### config.mk
export PLATFORM = sky130hd
export DESIGN_NAME = coincidence_trigger_ctrl
export DESIGN_NICKNAME = d
export VERILOG_FILES = /design/src/rtl/coincidence_trigger_ctrl.sv
export SDC_FILE = /design/constraint.sdc
export NUM_CORES = 1
export LEC_CHECK = 0
export ABC_AREA = 1
export CAP_MARGIN = 10
export CORE_ASPECT_RATIO = 2
export CORE_MARGIN = 10
export CORE_UTILIZATION = 35
export CTS_CLUSTER_DIAMETER = 150
export DETAILED_ROUTE_END_ITERATION = 6
export GPL_TIMING_DRIVEN = 0
export PLACE_DENSITY = 0.55
export SLEW_MARGIN = 20
export SYNTH_ARGS = -nofsm -noshare
export SYNTH_HDL_FRONTEND = slang
export SYNTH_SLANG_ARGS = --single-unit
### constraint.sdc
create_clock -name clk -period 4.85 [get_ports clk]
set_input_delay 0.485 -clock clk [delete_from_list [all_inputs] [get_ports clk]]
set_output_delay 0.485 -clock clk [all_outputs]
set_load 0.01 [all_outputs]
### src/rtl/coincidence_trigger_ctrl.sv
// Coincidence trigger controller.
// Opens a coincidence window on the first rising edge of any detector channel,
// ORs further edges into a hit mask for WINDOW cycles, emits an event through a
// valid/ready handshake when enough channels were hit, then waits DEAD_TIME
// cycles. Edges arriving while an event is pending or during dead time are
// counted as drops.
// Optional feature: define TRIG_TIMESTAMP_EN to build the 32-bit free-running
// cycle counter and window-open timestamp; otherwise o_timestamp is tied to 0.
module coincidence_trigger_ctrl #(
    parameter int N_CH      = 4,
    parameter int WINDOW    = 8,
    parameter int DEAD_TIME = 16
) (
    input  logic            clk,
    input  logic            aresetn,
    input  logic [N_CH-1:0] i_ch,
    input  logic            i_enable,
    input  logic [4:0]      i_min_mult,
    output logic            o_valid,
    input  logic            i_ready,
    output logic [N_CH-1:0] o_mask,
    output logic [31:0]     o_timestamp,
    output logic            o_busy,
    output logic [15:0]     o_drop_cnt
);

    typedef enum logic [1:0] {
        S_IDLE,
        S_WINDOW,
        S_EMIT,
        S_DEAD
    } state_t;

    localparam logic [7:0]  WIN_LOAD  = 8'(WINDOW - 1);
    localparam logic [15:0] DEAD_LOAD = 16'(DEAD_TIME);

    state_t          state;
    logic [N_CH-1:0] ch_d;
    logic [N_CH-1:0] edges;
    logic [N_CH-1:0] mask_acc;
    logic [N_CH-1:0] mask_next;
    logic [7:0]      win_left;
    logic [15:0]     dead_left;
    logic [4:0]      hit_cnt;
    logic [4:0]      min_eff;
    logic            any_edge;
    logic            open_win;
    logic            fire;

    function automatic logic [4:0] popcount(input logic [N_CH-1:0] v);
        logic [4:0] sum;
        sum = 5'd0;
        for (int i = 0; i < N_CH; i++) begin
            sum = sum + 5'(v[i]);
        end
        return sum;
    endfunction

    // Edge detection, window accumulation and trigger decision.
    always_comb begin
        edges     = i_ch & ~ch_d;
        any_edge  = |edges;
        mask_next = mask_acc | edges;
        hit_cnt   = popcount(mask_next);
        // A zero threshold behaves as one; thresholds above N_CH can never be met.
        min_eff   = (i_min_mult == 5'd0) ? 5'd1 : i_min_mult;
        open_win  = (state == S_IDLE) && i_enable && any_edge;
        fire      = (state == S_WINDOW) && i_enable && (win_left == 8'd1) &&
                    (hit_cnt >= min_eff);
    end

    assign o_busy = (state != S_IDLE);

    // Previous-cycle channel levels for rising-edge detection.
    always_ff @(posedge clk) begin
        // NOTE: sequential state uses non-blocking assignments so every register
        // samples pre-edge values; reset is synchronous and checked first.
        if (!aresetn) begin
            ch_d <= '0;
        end else begin
            ch_d <= i_ch;
        end
    end

    // Trigger FSM with registered event outputs.
    always_ff @(posedge clk) begin
        if (!aresetn) begin
            state     <= S_IDLE;
            o_valid   <= 1'b0;
            o_mask    <= '0;
            mask_acc  <= '0;
            win_left  <= '0;
            dead_left <= '0;
        end else begin
            case (state)
                S_IDLE: begin
                    if (open_win) begin
                        mask_acc <= edges;
                        win_left <= WIN_LOAD;
                        state    <= S_WINDOW;
                    end
                end
                S_WINDOW: begin
                    if (!i_enable) begin
                        state <= S_IDLE;
                    end else if (win_left == 8'd1) begin
                        if (fire) begin
                            o_valid <= 1'b1;
                            o_mask  <= mask_next;
                            state   <= S_EMIT;
                        end else begin
                            state <= S_IDLE;
                        end
                    end else begin
                        mask_acc <= mask_next;
                        win_left <= win_left - 8'd1;
                    end
                end
                S_EMIT: begin
                    // Event is held regardless of i_enable until accepted.
                    if (i_ready) begin
                        o_valid   <= 1'b0;
                        dead_left <= DEAD_LOAD;
                        state     <= S_DEAD;
                    end
                end
                S_DEAD: begin
                    if (dead_left == 16'd1) begin
                        state <= S_IDLE;
                    end else begin
                        dead_left <= dead_left - 16'd1;
                    end
                end
                default: state <= S_IDLE;
            endcase
        end
    end

    // Saturating count of edges seen while an event is pending or in dead time.
    always_ff @(posedge clk) begin
        if (!aresetn) begin
            o_drop_cnt <= '0;
        end else if (((state == S_EMIT) || (state == S_DEAD)) && any_edge &&
                     (o_drop_cnt != 16'hFFFF)) begin
            o_drop_cnt <= o_drop_cnt + 16'd1;
        end
    end

`ifdef TRIG_TIMESTAMP_EN
    logic [31:0] cycle_cnt;
    logic [31:0] ts_latch;

    // Free-running cycle counter, window-open latch and timestamp output.
    always_ff @(posedge clk) begin
        if (!aresetn) begin
            cycle_cnt   <= '0;
            ts_latch    <= '0;
            o_timestamp <= '0;
        end else begin
            cycle_cnt <= cycle_cnt + 32'd1;
            if (open_win) begin
                ts_latch <= cycle_cnt;
            end
            if (fire) begin
                o_timestamp <= ts_latch;
            end
        end
    end
`else
    assign o_timestamp = 32'd0;
`endif

endmodule

==> results.json, run 1 <==
{
  "outcome": "finished clean",
  "root_buffer": "clkbuf_16",
  "diodes": 0,
  "tns_ns": 0,
  "hold_viol": 0,
  "relSlewSlack_pct": 53.4,
  "critPathLaunchType": "primary input",
  "min_from": "o_valid",
  "drt_pass1_iterations": 4,
  "rsz0062_at_grt": "false",
  "final.min_clock_period_ns": 3.25,
  "die-width_um": 91.7,
  "pre_cts_slack_ns": 1.29,
  "hold_path_depth": 2,
  "rr_startpoint": "ch_d[0]",
  "hold_end": "o_valid",
  "grt_pass1_wl_um": 16400,
  "gr-total-overflow": 0,
  "rows": 52,
  "gp_congestion": 0.879,
  "avgRoutedWirePerCell_um": 13.4,
  "ff2ff_path_depth": 16,
  "synth_ff_type": "dfxtp_1",
  "p_leak_nw": 1.96,
  "yosysSeqAreaShare_pct": 30.6,
  "vias": 3548,
  "swShare_pct": 30.6,
  "finalMaxSlewViolations": 0,
  "multiInputGateArea_mm2": 0.00204,
  "critPathMaxFanout": 6,
  "end_kind": "flip-flop",
  "clk_pin_slew_worst_paths_ns": 0.07,
  "pwr-share-comb_pct": 23.4,
  "fin_area_mm2": 0.00435,
  "ys_async_sr_fraction_pct": 0,
  "drcViolationCount": 0,
  "dieArea_mm2": 0.0150,
  "htreeDepth": 2,
  "syn_area_mm2": 0.00359,
  "routed_wl_um": 10300,
  "avgSynthCellArea_um2": 6.43,
  "track_usage_pct": 13.7,
  "seqCellArea_mm2": 0.00110,
  "clk-insertion-delay-late_ns": 0.30,
  "finalSetupViolations": 0,
  "viasPerCell": 4.64,
  "post-dp-hpwl_um": 8300,
  "port_buffers": 33,
  "clock_power_share_pct": 33.2,
  "cts_tree": "yes",
  "yosysTopAreaCell": "dfxtp_1",
  "initial_core_util_pct": 35.6,
  "timing.fmax_ghz": 0.308,
  "synthCells": 559,
  "ys_ff_latch": 55,
  "worstReg2RegEnd": "o_mask[3]",
  "drive_above_1_share_pct": 11.7,
  "grt_max_degree": 16,
  "reg2reg_slack_ns": 1.95,
  "power_switching_uw": 341,
  "drtIter0Drc": 110,
  "ys_types": 36,
  "powerDensity_mw_per_mm2": 255,
  "p_int_uw": 771,
  "irDropWorstVdd_mv": 0.160,
  "ios": 67,
  "antenna_found_initial": 0,
  "cap_violations": 0,
  "setup_slack_ns": 1.60,
  "ant_nets": 0,
  "fin_util_pct": 43.2,
  "min_path_type": "reg -> reg",
  "fin_crit_sh_pct": 67.0,
  "grt_pass1_vias": 3484,
  "yosys-top-cells-area": "dfxtp_1 31%, nand2_1 14%, nor2_1 9.8%",
  "postCtsHoldBufs": 0,
  "crit_type": "in -> reg",
  "clk_path_buf_depth": 2,
  "layout.nets": 654,
  "syn2layout_area_growth_pct": 21.1,
  "numCtsBuffers": 5,
  "synth_common_cells": "133 x nand2_1, 94 x nor2_1, 64 x inv_1, 55 x dfxtp_1, 42 x nand3_1",
  "synth_top_area_share_pct": 30.6,
  "cts_resized": 0,
  "skew_ns": 0.00831,
  "cp_data_arrival_time_ns": 3.44,
  "hold_slack_ns": 0.456,
  "nFillCells": 1113,
  "placed_area_mm2": 0.00421,
  "yosysWarnings": 0,
  "synth_most_common_cell": "nand2_1",
  "core_mm2": 0.0101,
  "power_frac_seq_pct": 43.4,
  "cts_setup_buffers": 0,
  "synth_edf_count": 0,
  "worstMarginPinSlew_ns": 0.699,
  "die_h_um": 163,
  "cts.sinks": 55,
  "crit_required_ns": 5.04
}
[per-stage QoR]
step	cells	power [mW]
after floorplan	590	0.683
after global placement	758	0.744
after CTS	765	1.12
final	765	1.11
after detailed placement	758	0.750
after global routing	765	1.17
[cells in the final DEF, fill, tap and decap left out, types with 3 or more instances in the layout]
cell and count:
nand2_1 133, clkdlybuf4s50_1 33, dfxtp_1 55, o21bai_1 3
clkbuf_16 5, nor2_1 94, a21oi_2 5, nand2_2 9
inv_1 64, o21ai_0 20, buf_4 33, nand3_1 42
clkbuf_1 5, conb_1 32, nor2_4 3, xor2_1 9
a21oi_1 31, nand4_1 7, nor3_1 10, buf_2 4
ha_1 10
[routing by layer]
metal  track usage, %  share of wire (%)
met5                0                  0
met4             9.17                5.4
met3             3.31                5.0
met2             27.1                 56
met1             11.3                 33
[power by group through the flow]
stage / logic, mW / clock network, mW / registers, mW
5_1_grt: 0.292 / 0.395 / 0.485
3_3_place_gp: 0.252 / 0 / 0.492
2_1_floorplan: 0.194 / 0 / 0.489
4_1_cts: 0.258 / 0.383 / 0.482
3_5_place_dp: 0.257 / 0 / 0.493
6_report: 0.260 / 0.369 / 0.483
[worst max-delay path by stage]
stage | slack [ns] | cells after the start | to | from
2_1_floorplan | 2.11 | 15 | o_mask[0] | i_ch[0]
3_3_place_gp | 1.34 | 16 | o_mask[1] | i_ch[0]
3_5_place_dp | 1.29 | 16 | o_mask[3] | i_ch[0]
4_1_cts | 1.59 | 16 | o_mask[3] | i_ch[0]
5_1_grt | 1.37 | 16 | o_mask[0] | i_ch[0]
6_report | 1.60 | 16 | o_mask[3] | i_ch[0]
[sequential cells by signal, summed over array words and instances, names as in the netlist, named ones only]
register and flops:
ch_d 4, state 1, o_drop_cnt 16, mask_acc 4
dead_left 16, o_mask 4, o_valid 1, win_left 8
[kinds of logic (layout without fill, tap and decap cells)]
| family | Yosys count | count (layout) | synth area share, % |
|---|---|---|---|
| AOI/OAI and AO/OA | 65 | 65 | 10.6 |
| xor gates and xnor gates | 10 | 10 | 2.44 |
| adders and majority gates | 11 | 11 | 4.04 |
| buffers and inverters | 112 | 152 | 15.9 |
| DFF | 55 | 55 | 30.6 |
| other | 1 | 32 | 0.104 |
| and+or+nand+nor | 305 | 305 | 36.2 |
[critical path: stages]
cell             delay (ns)
clkdlybuf4s50_1        0.48
nand2_1                0.10
inv_1                  0.09
nor2_1                 0.08
fa_1                   0.54
inv_1                  0.05
ha_1                   0.19
ha_1                   0.28
ha_1                   0.33
a21boi_0               0.13
o21ai_0                0.14
nand2_1                0.07
nand2_1                0.16
clkinv_1               0.15
nor2_1                 0.11
nor2_1                 0.05
[final cells by class]
class | count | area share, %
multi-input cells | 423 | 46.8
clock buffers | 6 | 3.19
repair buffers | 33 | 7.59
well taps | 135 | 3.88
inverters | 68 | 5.86
plain buffers | 44 | 7.30
clock inverters | 1 | 0.115
flip-flops and latches | 55 | 25.3
No activity file was read; power rests on OpenSTA's default activity.
==> run 2: changes to the inputs <==
PLACE_DENSITY = 0.57   (was 0.55)
clock period = 2.85 ns   (was 4.85 ns; I/O delays follow)
==> run 2 against run 1 <==
  * Register-to-register slack lost 1.7 ns
  * Sequential power grew 70%
  * First-iteration DRC count grew 49%
  * Largest cell class unchanged
==> results.json, run 2 (same netlist as run 1, synthesis figures left out) <==
{
  "grt_pass1_wl_um": 16400,
  "ant_nets": 0,
  "viasPerCell": 4.61,
  "finalSetupViolations": 0,
  "multiInputGateArea_mm2": 0.00207,
  "gr-total-overflow": 0,
  "seqCellArea_mm2": 0.00110,
  "relSlewSlack_pct": 53.1,
  "cts.sinks": 55,
  "cts_setup_buffers": 0,
  "post-dp-hpwl_um": 8250,
  "drtIter0Drc": 164,
  "grt_pass1_vias": 3500,
  "avgRoutedWirePerCell_um": 13.2,
  "clk_pin_slew_worst_paths_ns": 0.07,
  "layout.nets": 654,
  "clk-insertion-delay-late_ns": 0.30,
  "outcome": "finished clean",
  "fin_crit_sh_pct": 95.0,
  "power_frac_seq_pct": 39.3,
  "port_buffers": 33,
  "mostFrequentLayoutCell": "nand2_1",
  "root_buffer": "clkbuf_16",
  "hold_viol": 0,
  "dieArea_mm2": 0.0150,
  "htreeDepth": 2,
  "drt_pass1_iterations": 5,
  "power_mw": 2.09,
  "cp_data_arrival_time_ns": 2.90,
  "swShare_pct": 28.8,
  "tns_ns": 0,
  "die-width_um": 91.7,
  "clock_power_share_pct": 38.3,
  "initial_core_util_pct": 35.6,
  "critPathMaxFanout": 6,
  "rows": 52,
  "crit_type": "in -> reg",
  "placed_area_mm2": 0.00421,
  "critPathLaunchType": "primary input",
  "final.min_clock_period_ns": 2.71,
  "end_kind": "flip-flop",
  "ios": 67,
  "pre_cts_slack_ns": -0.471,
  "nFillCells": 1090,
  "gp_congestion": 0.916,
  "p_leak_nw": 1.99,
  "vias": 3529,
  "finalMaxSlewViolations": 0,
  "grt_max_degree": 18,
  "die_h_um": 163,
  "timing.fmax_ghz": 0.369,
  "drive_above_1_share_pct": 12.8,
  "pwr-share-comb_pct": 22.4,
  "core_mm2": 0.0101,
  "irDropWorstVdd_mv": 0.300,
  "syn2layout_area_growth_pct": 23.6,
  "p_int_mw": 1.49,
  "cts_tree": "yes",
  "numCtsBuffers": 5,
  "min_path_type": "in -> reg",
  "antenna_found_initial": 0,
  "postCtsHoldBufs": 0,
  "diodes": 0,
  "routed_wl_um": 10100,
  "worstMarginPinSlew_ns": 0.704,
  "fin_area_mm2": 0.00444,
  "skew_ns": 0.00421,
  "setup_slack_ns": 0.141,
  "largest_registers": "dead_left x16, o_drop_cnt x16, win_left x8",
  "crit_required_ns": 3.04,
  "powerDensity_mw_per_mm2": 471,
  "clk_path_buf_depth": 2,
  "final_cell_mix": "132 x nand2_1, 93 x nor2_1, 64 x inv_1",
  "hold_slack_ns": 0.375,
  "track_usage_pct": 13.5,
  "cap_violations": 0,
  "drcViolationCount": 0,
  "power_switching_uw": 602
}
## run 2: changes by cell type in the layout (fill, tap and decap cells not counted), moves of 2 or more
cell / delta
o21ai_1: +5
o21ai_0: -5
ha_4: +2
bufinv_16: +2
ha_1: -3
## run 2: timing repair
action,in CTS,in global routing
endpoints found under the setup margin,5,5
cloned,0,0
pin swaps,1,2
gates resized for setup,5,8
## run 2: worst max-delay path: stages
cell	delay [ns]
clkdlybuf4s50_1	0.49
nand2_1	0.08
inv_1	0.07
nor2_1	0.07
fa_1	0.54
inv_1	0.04
ha_2	0.18
ha_4	0.22
ha_4	0.27
a21boi_1	0.15
o21ai_1	0.08
nand2_1	0.12
nand2_4	0.08
o21ai_1	0.17
nor2_1	0.06
## run 2: per-stage QoR
step | std cells | util, %
after global placement | 758 | 41.7
after detailed placement | 758 | 41.7
after floorplan | 590 | -
after global routing | 766 | 44.0
final | 766 | 44.0
after CTS | 766 | 43.7
## run 2: path summary, 6_finish.rpt
path | start | end | slack [ns] | cells after the start
setup / recovery | i_ch[0] | o_mask[2] | 0.14 | 15
hold / removal | aresetn | mask_acc[1] | 0.38 | 3
setup reg to reg | ch_d[1] | o_mask[2] | 0.27 | 15
hold reg to reg | o_valid | o_valid | 0.45 | 2
## run 2: final cells by class
class                           instances  share of cell area, %
Multi-Input combinational cell        423                   46.7
Sequential cell                        55                   24.8
Timing Repair Buffer                   33                   7.44
Buffer                                 44                   7.16
Inverter                               68                   5.78
Tap cell                              135                   3.80
Clock buffer                            5                   2.82
Clock inverter                          3                   1.52
## run 2: metal layers
layer,track usage [%],vias to the layer above,part of all wire (%)
li1,-,1837,-
met4,8.09,0,4.7
met3,2.94,28,4.6
met1,10.8,1579,33
met2,27.9,85,58
met5,0,-,0
## run 2: power by group through the flow
stage / Sequential [mW] / Clock, mW / Combinational (mW)
finish: 0.821 / 0.801 / 0.468
global route: 0.825 / 0.861 / 0.534
CTS: 0.820 / 0.827 / 0.442
detailed placement: 0.838 / 0 / 0.438
global placement: 0.837 / 0 / 0.428
floorplan: 0.832 / 0 / 0.329
==> run 3: changes to the inputs <==
CORE_UTILIZATION = 48   (was 35)
PLACE_DENSITY = 0.82   (was 0.57)
==> run 3 against run 2 <==
  * Clock-buffer cell count increased by 2
  * Highest routed layer unchanged
  * Cell count fell by 5.6%
  * Global-route usage grew 3.6 points
  * Die area decreased by 23%
  * Non-clock buffer count unchanged
  * Combinational power increased by 1%
==> results.json, run 3 (same netlist as run 1, synthesis figures left out) <==
{
  "cap_violations": 0,
  "critPathMaxFanout": 6,
  "powerDensity_mw_per_mm2": 448,
  "mostFrequentLayoutCell": "nand2_1",
  "grt_pass1_vias": 3584,
  "drcViolationCount": 0,
  "power_mw": 1.95,
  "numCtsBuffers": 5,
  "finalSetupViolations": 0,
  "outcome": "finished clean",
  "cts_tree": "yes",
  "fin_area_mm2": 0.00436,
  "cp_data_arrival_time_ns": 2.98,
  "skew_ns": 0.00572,
  "crit_type": "in -> reg",
  "initial_core_util_pct": 49.4,
  "dp.cells": 715,
  "gr-total-overflow": 0,
  "cts.sinks": 55,
  "drive_above_1_share_pct": 13.2,
  "drtIter0Drc": 169,
  "viasPerCell": 4.98,
  "clk_path_buf_depth": 2,
  "avgRoutedWirePerCell_um": 13.4,
  "antenna_found_initial": 0,
  "reg2reg_slack_ns": 0.20,
  "rows": 44,
  "vias": 3599,
  "p_leak_nw": 1.98,
  "grt_max_degree": 17,
  "critPathLaunchType": "primary input",
  "worstReg2RegEnd": "o_mask[0]",
  "post-dp-hpwl_um": 7670,
  "finalMaxSlewViolations": 0,
  "die_h_um": 142,
  "hold_end": "mask_acc[1]",
  "end_kind": "flip-flop",
  "irDropWorstVdd_mv": 0.375,
  "track_usage_pct": 17.1,
  "stdcell_count": 723,
  "postCtsHoldBufs": 0,
  "ff2ff_path_depth": 15,
  "placed_area_mm2": 0.00416,
  "final.min_clock_period_ns": 2.80,
  "ios": 67,
  "final_cell_mix": "132 x nand2_1, 91 x nor2_1, 63 x inv_1",
  "timing.critical_path.buf_inv": 3,
  "htreeDepth": 2,
  "cts_setup_buffers": 0,
  "clk_pin_slew_worst_paths_ns": 0.07,
  "layout.nets": 654,
  "gp_congestion": 0.896,
  "port_buffers": 33,
  "fin_crit_sh_pct": 98.1,
  "relSlewSlack_pct": 57.1,
  "cp_num_cells": 15,
  "min_from": "aresetn",
  "timing.fmax_ghz": 0.357,
  "cp_slowest_cell": "fa_1",
  "diodes": 0,
  "clk-insertion-delay-late_ns": 0.30,
  "dieArea_mm2": 0.0116,
  "crit_required_ns": 3.04,
  "critical_path.cell_chain": "clkdlybuf4s50_1 -> nand2_1 -> inv_2 -> nor2_2 -> fa_1 -> inv_1 -> ha_1 -> ha_4 -> ha_4 -> a21boi_1 -> o21ai_1 -> nand2_1 -> nand2_4 -> o21ai_1 -> nor2_1",
  "slowest_delay_ns": 0.53,
  "worstMarginPinSlew_ns": 0.643,
  "grt_pass1_wl_um": 15800,
  "die-width_um": 81.2,
  "ant_nets": 0,
  "critPathTopFamily": "adder cells",
  "min_path_type": "in -> reg",
  "rr_startpoint": "ch_d[0]",
  "root_buffer": "clkbuf_16",
  "routed_wl_um": 9670,
  "largest_registers": "dead_left x16, o_drop_cnt x16, win_left x8",
  "drt_pass1_iterations": 5,
  "hold_viol": 0,
  "hold_path_depth": 3,
  "syn2layout_area_growth_pct": 21.3,
  "core_mm2": 0.00727,
  "fin_util_pct": 60.0
}
run 3: cell count changes in the layout (fill, tap and decap cells not counted), sizes merged:
cell,delta
bufinv,-2
clkbuf,+2
inv,+1
clkinv,-1
run 3: cell type report:
cell class              instances  area, µm²
clock buffers                   7        153
flip-flops and latches         55       1100
repair buffers                 33        330
fillers                       723       2910
multi-input cells             423       2080
clock inverters                 1       7.51
plain buffers                  44        318
well taps                      92        115
inverters                      68        258
run 3: how the worst max path moves through the flow:
stage / startpoint / end
floorplan: ch_d[0] / o_mask[1]
global placement: i_ch[0] / o_mask[2]
detailed placement: i_ch[0] / o_mask[0]
CTS: i_ch[0] / o_mask[0]
global route: i_ch[0] / o_mask[0]
finish: i_ch[0] / o_mask[0]
run 3: report_power, final:
part	internal, mW	leakage, nW	switching [mW]
Clock	0.374	0.0761	0.285
Sequential	0.797	0.446	0.0232
Combinational	0.191	1.46	0.285
run 3: what timing repair did:
item,4_1_cts,5_1_grt
hold endpoints to repair,0,0
pin swaps,0,1
endpoints found under the setup margin,5,6
resized for setup,3,13
run 3: per-layer routing:
metal  track usage (%)  part of all wire, %  vias up
met1              14.2                   34     1655
met3              4.68                  5.6       27
met5                 0                    0        -
met4              10.4                  3.6        0
met2              33.3                   57       85
li1                  -                    -     1832
run 3: stage by stage:
step | hold slack, ns | TNS, ns | setup slack (ns)
CTS | 0.359 | 0 | 0.00764
global placement | 0.436 | -1.87 | -0.382
finish | 0.366 | 0 | 0.0527
detailed placement | 0.451 | -2.16 | -0.435
floorplan | 0.378 | 0 | 0.280
global route | 0.399 | -0.0537 | -0.0535
run 3: tightest hold or removal path: cells and delay by family:
family | cells | cell delay (ns)
simple gates | 1 | 0.11
buf+inv | 1 | 0.18
compound gates | 1 | 0.05
